--- src/rtl/lutram_pkt_fifo.sv ---
// Single-clock FWFT FIFO on distributed RAM with commit-on-last packet mode,
// packet abort, overflow auto-drop and runtime almost-full/almost-empty thresholds.
module lutram_pkt_fifo #(
    parameter int    FIFO_DEPTH = 32,
    parameter int    DATA_WIDTH = 32,
    parameter string PKT_MODE   = "true",
    parameter int    SIM_DELAY  = 1
) (
    input  logic                          clk,
    input  logic                          rst,
    input  logic                          s_wen,
    input  logic [DATA_WIDTH-1:0]         s_din,
    input  logic                          s_last,
    input  logic                          s_drop,
    output logic                          s_full,
    output logic                          s_almost_full,
    output logic                          s_overflow_drop,
    input  logic                          m_ren,
    output logic [DATA_WIDTH-1:0]         m_dout,
    output logic                          m_last,
    output logic                          m_empty,
    output logic                          m_almost_empty,
    input  logic [$clog2(FIFO_DEPTH):0]   cfg_af_th,
    input  logic [$clog2(FIFO_DEPTH):0]   cfg_ae_th,
    output logic [$clog2(FIFO_DEPTH):0]   data_cnt,
    output logic [$clog2(FIFO_DEPTH):0]   pkt_cnt
);

    localparam int AW = $clog2(FIFO_DEPTH);
    localparam int PW = AW + 1;
    localparam bit PKT_EN = (PKT_MODE == "true");
    localparam logic [PW-1:0] DEPTH_P = PW'(FIFO_DEPTH);
    localparam logic [PW-1:0] ONE_P   = PW'(1);

    if (FIFO_DEPTH < 4 || (FIFO_DEPTH & (FIFO_DEPTH - 1)) != 0 || SIM_DELAY < 0) begin : g_param_err
        $error("lutram_pkt_fifo: illegal parameter set");
    end

    logic [DATA_WIDTH:0] mem_r [FIFO_DEPTH];

    logic [PW-1:0] wptr_r, cptr_r, rptr_r, pkt_cnt_r;
    logic [PW-1:0] wptr_s, cptr_s, rptr_s, pkt_cnt_s;
    logic          dul_r, dul_s;
    logic          ovf_r;

    logic [PW-1:0] occ_s, com_s;
    logic          full_s, empty_s, head_last_s;
    logic          drop_s, discard_s, ovf_s, wr_acc_s, commit_s, rd_acc_s;
    logic          pkt_inc_s, pkt_dec_s;

    assign occ_s       = wptr_r - rptr_r;
    assign com_s       = cptr_r - rptr_r;
    assign full_s      = (occ_s == DEPTH_P);
    assign empty_s     = (cptr_r == rptr_r);
    assign head_last_s = mem_r[rptr_r[AW-1:0]][DATA_WIDTH];

    // A single open packet filling the whole FIFO can never commit, so it is dropped
    assign drop_s    = PKT_EN & s_drop;
    assign discard_s = PKT_EN & dul_r & s_wen & ~drop_s;
    assign ovf_s     = PKT_EN & s_wen & ~drop_s & ~dul_r & full_s & empty_s;
    assign wr_acc_s  = s_wen & ~full_s & ~drop_s & ~discard_s;
    assign commit_s  = wr_acc_s & (s_last | ~PKT_EN);
    assign rd_acc_s  = m_ren & ~empty_s;
    assign pkt_inc_s = commit_s & s_last;
    assign pkt_dec_s = rd_acc_s & head_last_s;

    // Next-state computation for pointers, packet counter and drop-until-last flag
    always_comb begin
        wptr_s    = wptr_r;
        cptr_s    = cptr_r;
        rptr_s    = rptr_r;
        pkt_cnt_s = pkt_cnt_r;
        dul_s     = dul_r;

        if (drop_s || ovf_s) begin
            wptr_s = cptr_r;
        end else if (wr_acc_s) begin
            wptr_s = wptr_r + ONE_P;
        end else begin
            wptr_s = wptr_r;
        end

        if (commit_s) begin
            cptr_s = wptr_r + ONE_P;
        end else begin
            cptr_s = cptr_r;
        end

        if (rd_acc_s) begin
            rptr_s = rptr_r + ONE_P;
        end else begin
            rptr_s = rptr_r;
        end

        case ({pkt_inc_s, pkt_dec_s})
            2'b10:   pkt_cnt_s = pkt_cnt_r + ONE_P;
            2'b01:   pkt_cnt_s = pkt_cnt_r - ONE_P;
            default: pkt_cnt_s = pkt_cnt_r;
        endcase

        if (ovf_s) begin
            dul_s = ~s_last;
        end else if (discard_s && s_last) begin
            dul_s = 1'b0;
        end else begin
            dul_s = dul_r;
        end
    end

    // State registers with synchronous reset
    always_ff @(posedge clk) begin
        if (rst) begin
            wptr_r    <= {PW{1'b0}};
            cptr_r    <= {PW{1'b0}};
            rptr_r    <= {PW{1'b0}};
            pkt_cnt_r <= {PW{1'b0}};
            dul_r     <= 1'b0;
            ovf_r     <= 1'b0;
        end else begin
            wptr_r    <= wptr_s;
            cptr_r    <= cptr_s;
            rptr_r    <= rptr_s;
            pkt_cnt_r <= pkt_cnt_s;
            dul_r     <= dul_s;
            ovf_r     <= ovf_s;
        end
    end

    // Storage array, left unreset so it maps onto distributed RAM
    always_ff @(posedge clk) begin
        if (wr_acc_s) begin
            mem_r[wptr_r[AW-1:0]] <= {s_last, s_din};
        end
    end

    assign m_dout          = mem_r[rptr_r[AW-1:0]][DATA_WIDTH-1:0];
    assign m_last          = head_last_s;
    assign m_empty         = empty_s;
    assign s_full          = full_s;
    assign s_almost_full   = (occ_s >= cfg_af_th);
    assign m_almost_empty  = (com_s <= cfg_ae_th);
    assign s_overflow_drop = ovf_r;
    assign data_cnt        = occ_s;
    assign pkt_cnt         = pkt_cnt_r;

endmodule

--- config.mk ---
export PLATFORM = sky130hd
export DESIGN_NAME = lutram_pkt_fifo
export DESIGN_NICKNAME = d
export VERILOG_FILES = /design/src/rtl/lutram_pkt_fifo.sv
export SDC_FILE = /design/constraint.sdc
export NUM_CORES = 1
export LEC_CHECK = 0
export ABC_AREA = 0
export BUFFER_PORTS_ARGS = -buffer_cell sky130_fd_sc_hd__buf_2
export CORE_MARGIN = 2
export CORE_UTILIZATION = 40
export DETAILED_ROUTE_END_ITERATION = 12
export HOLD_SLACK_MARGIN = 0.05
export PLACE_DENSITY_LB_ADDON = 0.08
export SLEW_MARGIN = 20
export SYNTH_ARGS = -nofsm -noshare
export SYNTH_HDL_FRONTEND = slang
export SYNTH_SLANG_ARGS = --single-unit
--- constraint.sdc ---
create_clock -name clk -period 4.6 [get_ports clk]
set_input_delay 0.23 -clock clk [delete_from_list [all_inputs] [get_ports clk]]
set_output_delay 0.23 -clock clk [all_outputs]
set_load 0.01 [all_outputs]
# Yosys cells after proc, flatten, opt, wreduce, memory -nomap -nowiden
# Memory sizes are Yosys's and may differ from the RTL's. A register that Yosys moved wholly into a read port is not among the register bits.
# Cells that the tools add are included.
[word_totals]
memories = 1
input_bits = 50
ramBits = 1056
register_bits = 26
mem_bits_ro = 0
wordCells = 52
latch_bits = 0
output_inout_bits = 50
[op_classes]
muxes = 9
reduce_logical = 5
n_eq_ne = 4
multipliers = 0
div = 0
bitwise_logic = 19
shifts = 0
add_sub_neg = 6
n_lt_le_gt_ge = 2
[mem_list]
columns = ["name", "depth", "word_bits", "rd", "rd_ports_with_merged_regs", "wr", "line", "source"]
rows = [
  ["mem_r", 32, 33, 1, 1, 1, "39", "logic [DATA_WIDTH:0] mem_r [FIFO_DEPTH];"],
]
[op_table]
columns = ["op", "count"]
rows = [
  ["6-bit by 1-bit adder with 6-bit output, second input constant", 3],
  ["1-bit bitwise AND", 13],
  ["6-bit 2-to-1 mux", 2],
  ["6-bit case mux with 2 select lines", 1],
  ["6-bit subtractor", 2],
  ["5-bit 2-to-1 mux", 2],
  ["6-bit equality test", 1],
  ["6-bit equality test, second input constant", 1],
  ["6-bit greater-or-equal comparator", 1],
  ["6-bit <= comparator", 1],
  ["1-bit NOT", 6],
  ["2-bit nonzero test", 3],
  ["6-bit by 1-bit subtractor with 6-bit output, second input constant", 1],
  ["1-bit 2-to-1 mux", 4],
  ["2-bit by 1-bit equality test with 1-bit output, second input constant", 1],
  ["2-bit equality test, second input constant", 1],
  ["1-bit logical AND", 1],
  ["1-bit logical OR", 1],
]

# Logic depth before layout (Yosys ltp)
[depth]
depth_word = 10
mapped_depth = 20
mapped_depth_nobuf = 20

# Least setup slack after synthesis
# OpenSTA, ideal clock, no wires.
[synth_path]
path_kind = "reg-to-reg"
start = "reg wptr_r[0]"
end = "mem mem_r[7][0] in the netlist's numbering, enable pin"
path_buffers = 2
setup_time_ps = 423
path_stages_with_launch = 13
period_less_slack_ps = 4411
arrival_ps = 3988
slack_ps = 189
t_required_ps = 4177
path_cell_list = "dfxtp_1 inv_1 ha_1 inv_1 fa_1 a21o_1 a21oi_1 mux2i_1 a211o_1 buf_2 buf_2 nand3_1 nor2_1"
[synth_between]
elab_chain_len = 8
[synth_rtl]
columns = ["element", "line", "source"]
rows = [
  ["from (decl)", "41", "logic [PW-1:0] wptr_r, cptr_r, rptr_r, pkt_cnt_r;"],
  ["from (signal assigned)", "113", "wptr_r <= {PW{1'b0}};"],
  ["from (signal assigned)", "120", "wptr_r <= wptr_s;"],
  ["6-bit subtractor", "51", "assign occ_s = wptr_r - rptr_r;"],
  ["6-bit equality test", "53", "assign full_s = (occ_s == DEPTH_P);"],
  ["1-bit NOT", "61", "assign wr_acc_s = s_wen & ~full_s & ~drop_s & ~discard_s;"],
  ["1-bit bitwise AND (3 in series)", "61", ""],
  ["1-bit 2-to-1 mux", "131", "if (wr_acc_s) begin"],
  ["1-bit 2-to-1 mux (not written as such)", "132", "mem_r[wptr_r[AW-1:0]] <= {s_last, s_din};"],
  ["to (decl)", "39", ""],
]
# Parallel ways exist; a longest one is shown, timed or not.

# Final worst setup path
[layout_path]
start = "reg wptr_r[0]"
end = "reg pkt_cnt_r[5], in the netlist pkt_cnt[5]"
[layout_between]
elab_chain_len = 10
word_cells_on_any_way = 12
cone_classes = "add/sub (1); eq/ne (3); mux (1); bitwise (6); reduce/logical (1)"
[layout_rtl]
columns = ["element", "line", "source"]
rows = [
  ["6-bit subtractor (*)", "51", ""],
  ["6-bit equality test (*)", "53", ""],
  ["1-bit NOT (*)", "61", ""],
  ["1-bit bitwise AND (*) (3 in series)", "61", ""],
  ["1-bit bitwise AND (*)", "62", "assign commit_s = wr_acc_s & (s_last | ~PKT_EN);"],
  ["1-bit bitwise AND (*)", "64", "assign pkt_inc_s = commit_s & s_last;"],
  ["2-bit by 1-bit equality test with 1-bit output / 2-bit equality test (equally long branches)", "95", "case ({pkt_inc_s, pkt_dec_s})"],
  ["6-bit case mux with 2 select lines / 2-bit nonzero test (equally long branches)", "--", ""],
  ["to (signal assigned)", "116", "pkt_cnt_r <= {PW{1'b0}};"],
  ["to (signal assigned)", "123", "pkt_cnt_r <= pkt_cnt_s;"],
  ["to (decl)", "41", ""],
]
# Every way passes the cells marked *; elsewhere a longest branch is shown, timed or not.
# A chain may end at the register's enable or synchronous reset.

==> reports/summary.txt <==
Initial Util - 40.34%
Switch Pwr - 5490 uW
Initial antenna violation count - 9
Tightest hold margin - 146.0 ps
Clk_lat worst skew - 710 ps
Synth-to-Final Area Change - 16.03%
Finished Cell Area - 49270 um^2
Multi-input logic area - 9837 um^2
Reg clk slew, reported paths - 60 ps
Global-route usage over all layers - 20.42%
Vias in the first global route - 21070
Status - complete, no violations
Commonest non-fill, non-tap cell in the layout - edfxtp_1
Seq cells post-synth - 1087
Commonest cells after routing, fill and taps aside - edfxtp_1 (1056), mux4_2 (330), clkbuf_16 (115)
Starting DRC count in detailed routing - 1991
Reg power frac - 47.6%
Tcrit/Tclk final - 95.10%
Total area of sequential cells - 32350 um^2
CP max-delay cell - fa_1
Setup crit start kind - flop
Rows - 119
Detailed Routing Iterations Pass 1 - 7
Setup TNS - 0 ps
Cell family with the largest share of critical-path delay - compound AO/OA/AOI/OAI gates
Root Driver - clkbuf_16
Synth Cell Area - 42460 um^2
Die Span Y - 329.8 um
Critical Path AT - 4920 ps
# H-tree levels - 3
R2R Setup Slk - 230 ps
Leak - 0.01519 uW
Power share of the clock group - 37.6%
Post-DP HPWL - 56050 um
Core box area - 105300 um^2
Yosys warns - 0
Share of layout cells above drive strength 1 - 34.38%
Worst Path Buf+Inv - 4
Worst Path Required - 5150 ps
Worst-margin pin slew - 1070 ps
Routed wire length - 109200 um
Worst Path Class, Setup - flop to flop
Max clock buf depth - 3
Top_reg_cell synth - edfxtp_1
DRC errors left - 0
First-pass GRT wire length - 155000 um
Pint - 17720 uW
WL/cell - 30.71 um
TritonCTS clock tree - done
Clock skew - 33.68 ps
Filler instances - 8642
Syn nets - 1908
Number of synthesized flops with an enable pin - 1056
Post-CTS Setup Inserts - 0
Ports - 100
Min cycle time layout - 4375 ps
Routability-driven placement congestion ratio - 0.7524
Routed vias/inst - 5.630
Area post-placement - 45350 um^2
Post-route ant nets - 0
Synth unique cells - 48
Asr flop ratio synth - 0%
TritonCTS Buffers - 113
Die W - 329.8 um
Worst slew margin - 28.70%
Final setup viols - 0
Die area - 108800 um^2
Peak supply drop - 0.0003235 V
Largest net degree at the start of global routing - 95
Worst min path class - primary input to flop
Sw frac - 23.65%
Via count - 20010
Max_cap viols - 0
Setup crit end kind - flop
Max Clock Freq - 228.6 MHz
Port bufs - 99
Gate Count Post-Synth - 1823
Mean area per synthesized cell - 23.29 um^2
Pwr/cell area - 471.1 nW/um^2
Gr ovfl total - 0
Seq/Total Area, Yosys - 76.14%
Max Slew Vio Count - 0
Crit path largest cell delay - 390 ps
Pwr Total - 23210 uW
Worst Path Max Fanout - 7
Combinational Power Share - 14.8%
TritonCTS Sinks - 1087
Crit-path cells - inv_1, ha_1, inv_1, fa_1, xor2_1, nor4b_1, mux2i_2, a211o_1, clkinv_1, nor3_2, inv_1, ha_1, ha_1, a21o_1, a21o_1, a21o_1, a311oi_1, xor2_1, nor2_1
Hold Vio Cnt, Final - 0
Final nets - 2151
-- synthesized netlist by cell type (all sizes together), types with 2 or more instances --
master	count	share of area (%)
nand3b	3	0.053
o32ai	2	0.041
o21a	6	0.11
nand2b	5	0.074
a31oi	8	0.12
edfxtp	1056	75
xnor2	13	0.27
o21ai	2	0.024
nor3	5	0.071
buf	48	0.62
dfxtp	31	1.5
a211oi	7	0.12
a2111oi	5	0.15
xor2	9	0.19
ha	32	0.94
nand2	7	0.062
nor2	58	0.51
clkbuf	44	0.39
or3	4	0.059
mux2	34	0.91
fa	3	0.14
a21o	14	0.25
nor4b	2	0.041
nor2b	3	0.044
inv	29	0.26
or4	2	0.035
nor4	3	0.044
o31ai	5	0.088
mux2i	3	0.071
o32a	2	0.050
mux4	330	18
a21oi	21	0.25
nand3	12	0.14
nand4	5	0.074
and2	3	0.044
-- logic make-up (layout without fill, tap and decap cells) --
group | count (synthesis) | count (layout) | synth area share [%]
other | 0 | 2 | 0
multiplexers | 367 | 367 | 18.48
flip-flops | 1087 | 1087 | 76.14
adder cells (fa/ha/maj) | 35 | 35 | 1.084
buffers and inverters | 122 | 460 | 1.273
AND/OR/NAND/NOR | 115 | 115 | 1.311
XOR/XNOR | 22 | 22 | 0.4538
AO/OA/AOI/OAI | 75 | 75 | 1.249
-- per-stage QoR --
step | instances | utilization [%] | worst slack (ps)
2_1_floorplan | 1823 | - | 188.7
4_1_cts | 3552 | 46.79 | 114.5
5_1_grt | 3554 | 46.80 | -34.84
3_5_place_dp | 3306 | 43.08 | 259.3
3_3_place_gp | 3305 | 43.06 | 253.3
6_report | 3554 | 46.80 | 225.5
-- layout make-up --
class / count / share of cell area, %
Sequential cell: 1087 / 65.66
Multi-Input combinational cell: 614 / 19.97
Clock buffer: 145 / 6.130
Tap cell: 1391 / 3.533
Timing Repair Buffer: 220 / 3.444
Clock inverter: 65 / 1.034
Inverter: 30 / 0.2286
Antenna cell: 2 / 0.01016
-- final timing paths --
| check | startpoint | end | cells after the start |
|---|---|---|---|
| worst max-delay path | wptr_r[0]$_SDFFE_PP0P_ | pkt_cnt[5]$_SDFFE_PP0P_ | 19 |
| worst min-delay path | s_last | mem_r[27][32]$_DFFE_PP_ | 1 |
| worst max register to register | wptr_r[0]$_SDFFE_PP0P_ | pkt_cnt[5]$_SDFFE_PP0P_ | 19 |
| worst min register to register | dul_r$_SDFFE_PP0P_ | dul_r$_SDFFE_PP0P_ | 2 |
-- layer usage --
layer / wire, um / up-vias / global-route usage (%)
met1: 46050 / 11020 / 28.11
li1: - / 8296 / -
met2: 55020 / 558 / 34.07
met3: 6209 / 133 / 3.633
met5: 36 / - / 0
met4: 1840 / 6 / 4.733
-- registers in the layout, indices dropped and copies added (netlist names), named ones only --
signal / flops
mem_r: 1056
cptr_r: 6
pkt_cnt: 6
rptr_r: 6
wptr_r: 6
dul_r: 1
s_overflow_drop: 1
-- repair_timing --
action | in CTS | in global routing
resized for setup | 4 | 2
endpoints found under the hold margin | 1041 | 0
setup endpoints to repair | 9 | 1
hold buffers | 36 | 0
-- worst register-to-register path: cells and delay by family (launching register included) --
| kind | cells | cell delay (ps) |
|---|---|---|
| AND/OR/NAND/NOR | 3 | 480 |
| XOR/XNOR | 2 | 410 |
| flip-flops | 1 | 370 |
| multiplexers | 1 | 150 |
| AO/OA/AOI/OAI | 5 | 1250 |
| buffers and inverters | 4 | 400 |
| adder cells (fa/ha/maj) | 4 | 1180 |
-- power by group through the flow --
stage | Clock [uW] | Sequential (uW) | Combinational, uW
after floorplan | 0 | 11200 | 2550
after global placement | 0 | 11200 | 3460
after detailed placement | 0 | 11300 | 3490
after CTS | 8950 | 11000 | 3530
after global routing | 9340 | 11100 | 3740
final | 8720 | 11000 | 3450
Note: power is estimated with default switching activity, not from simulation.
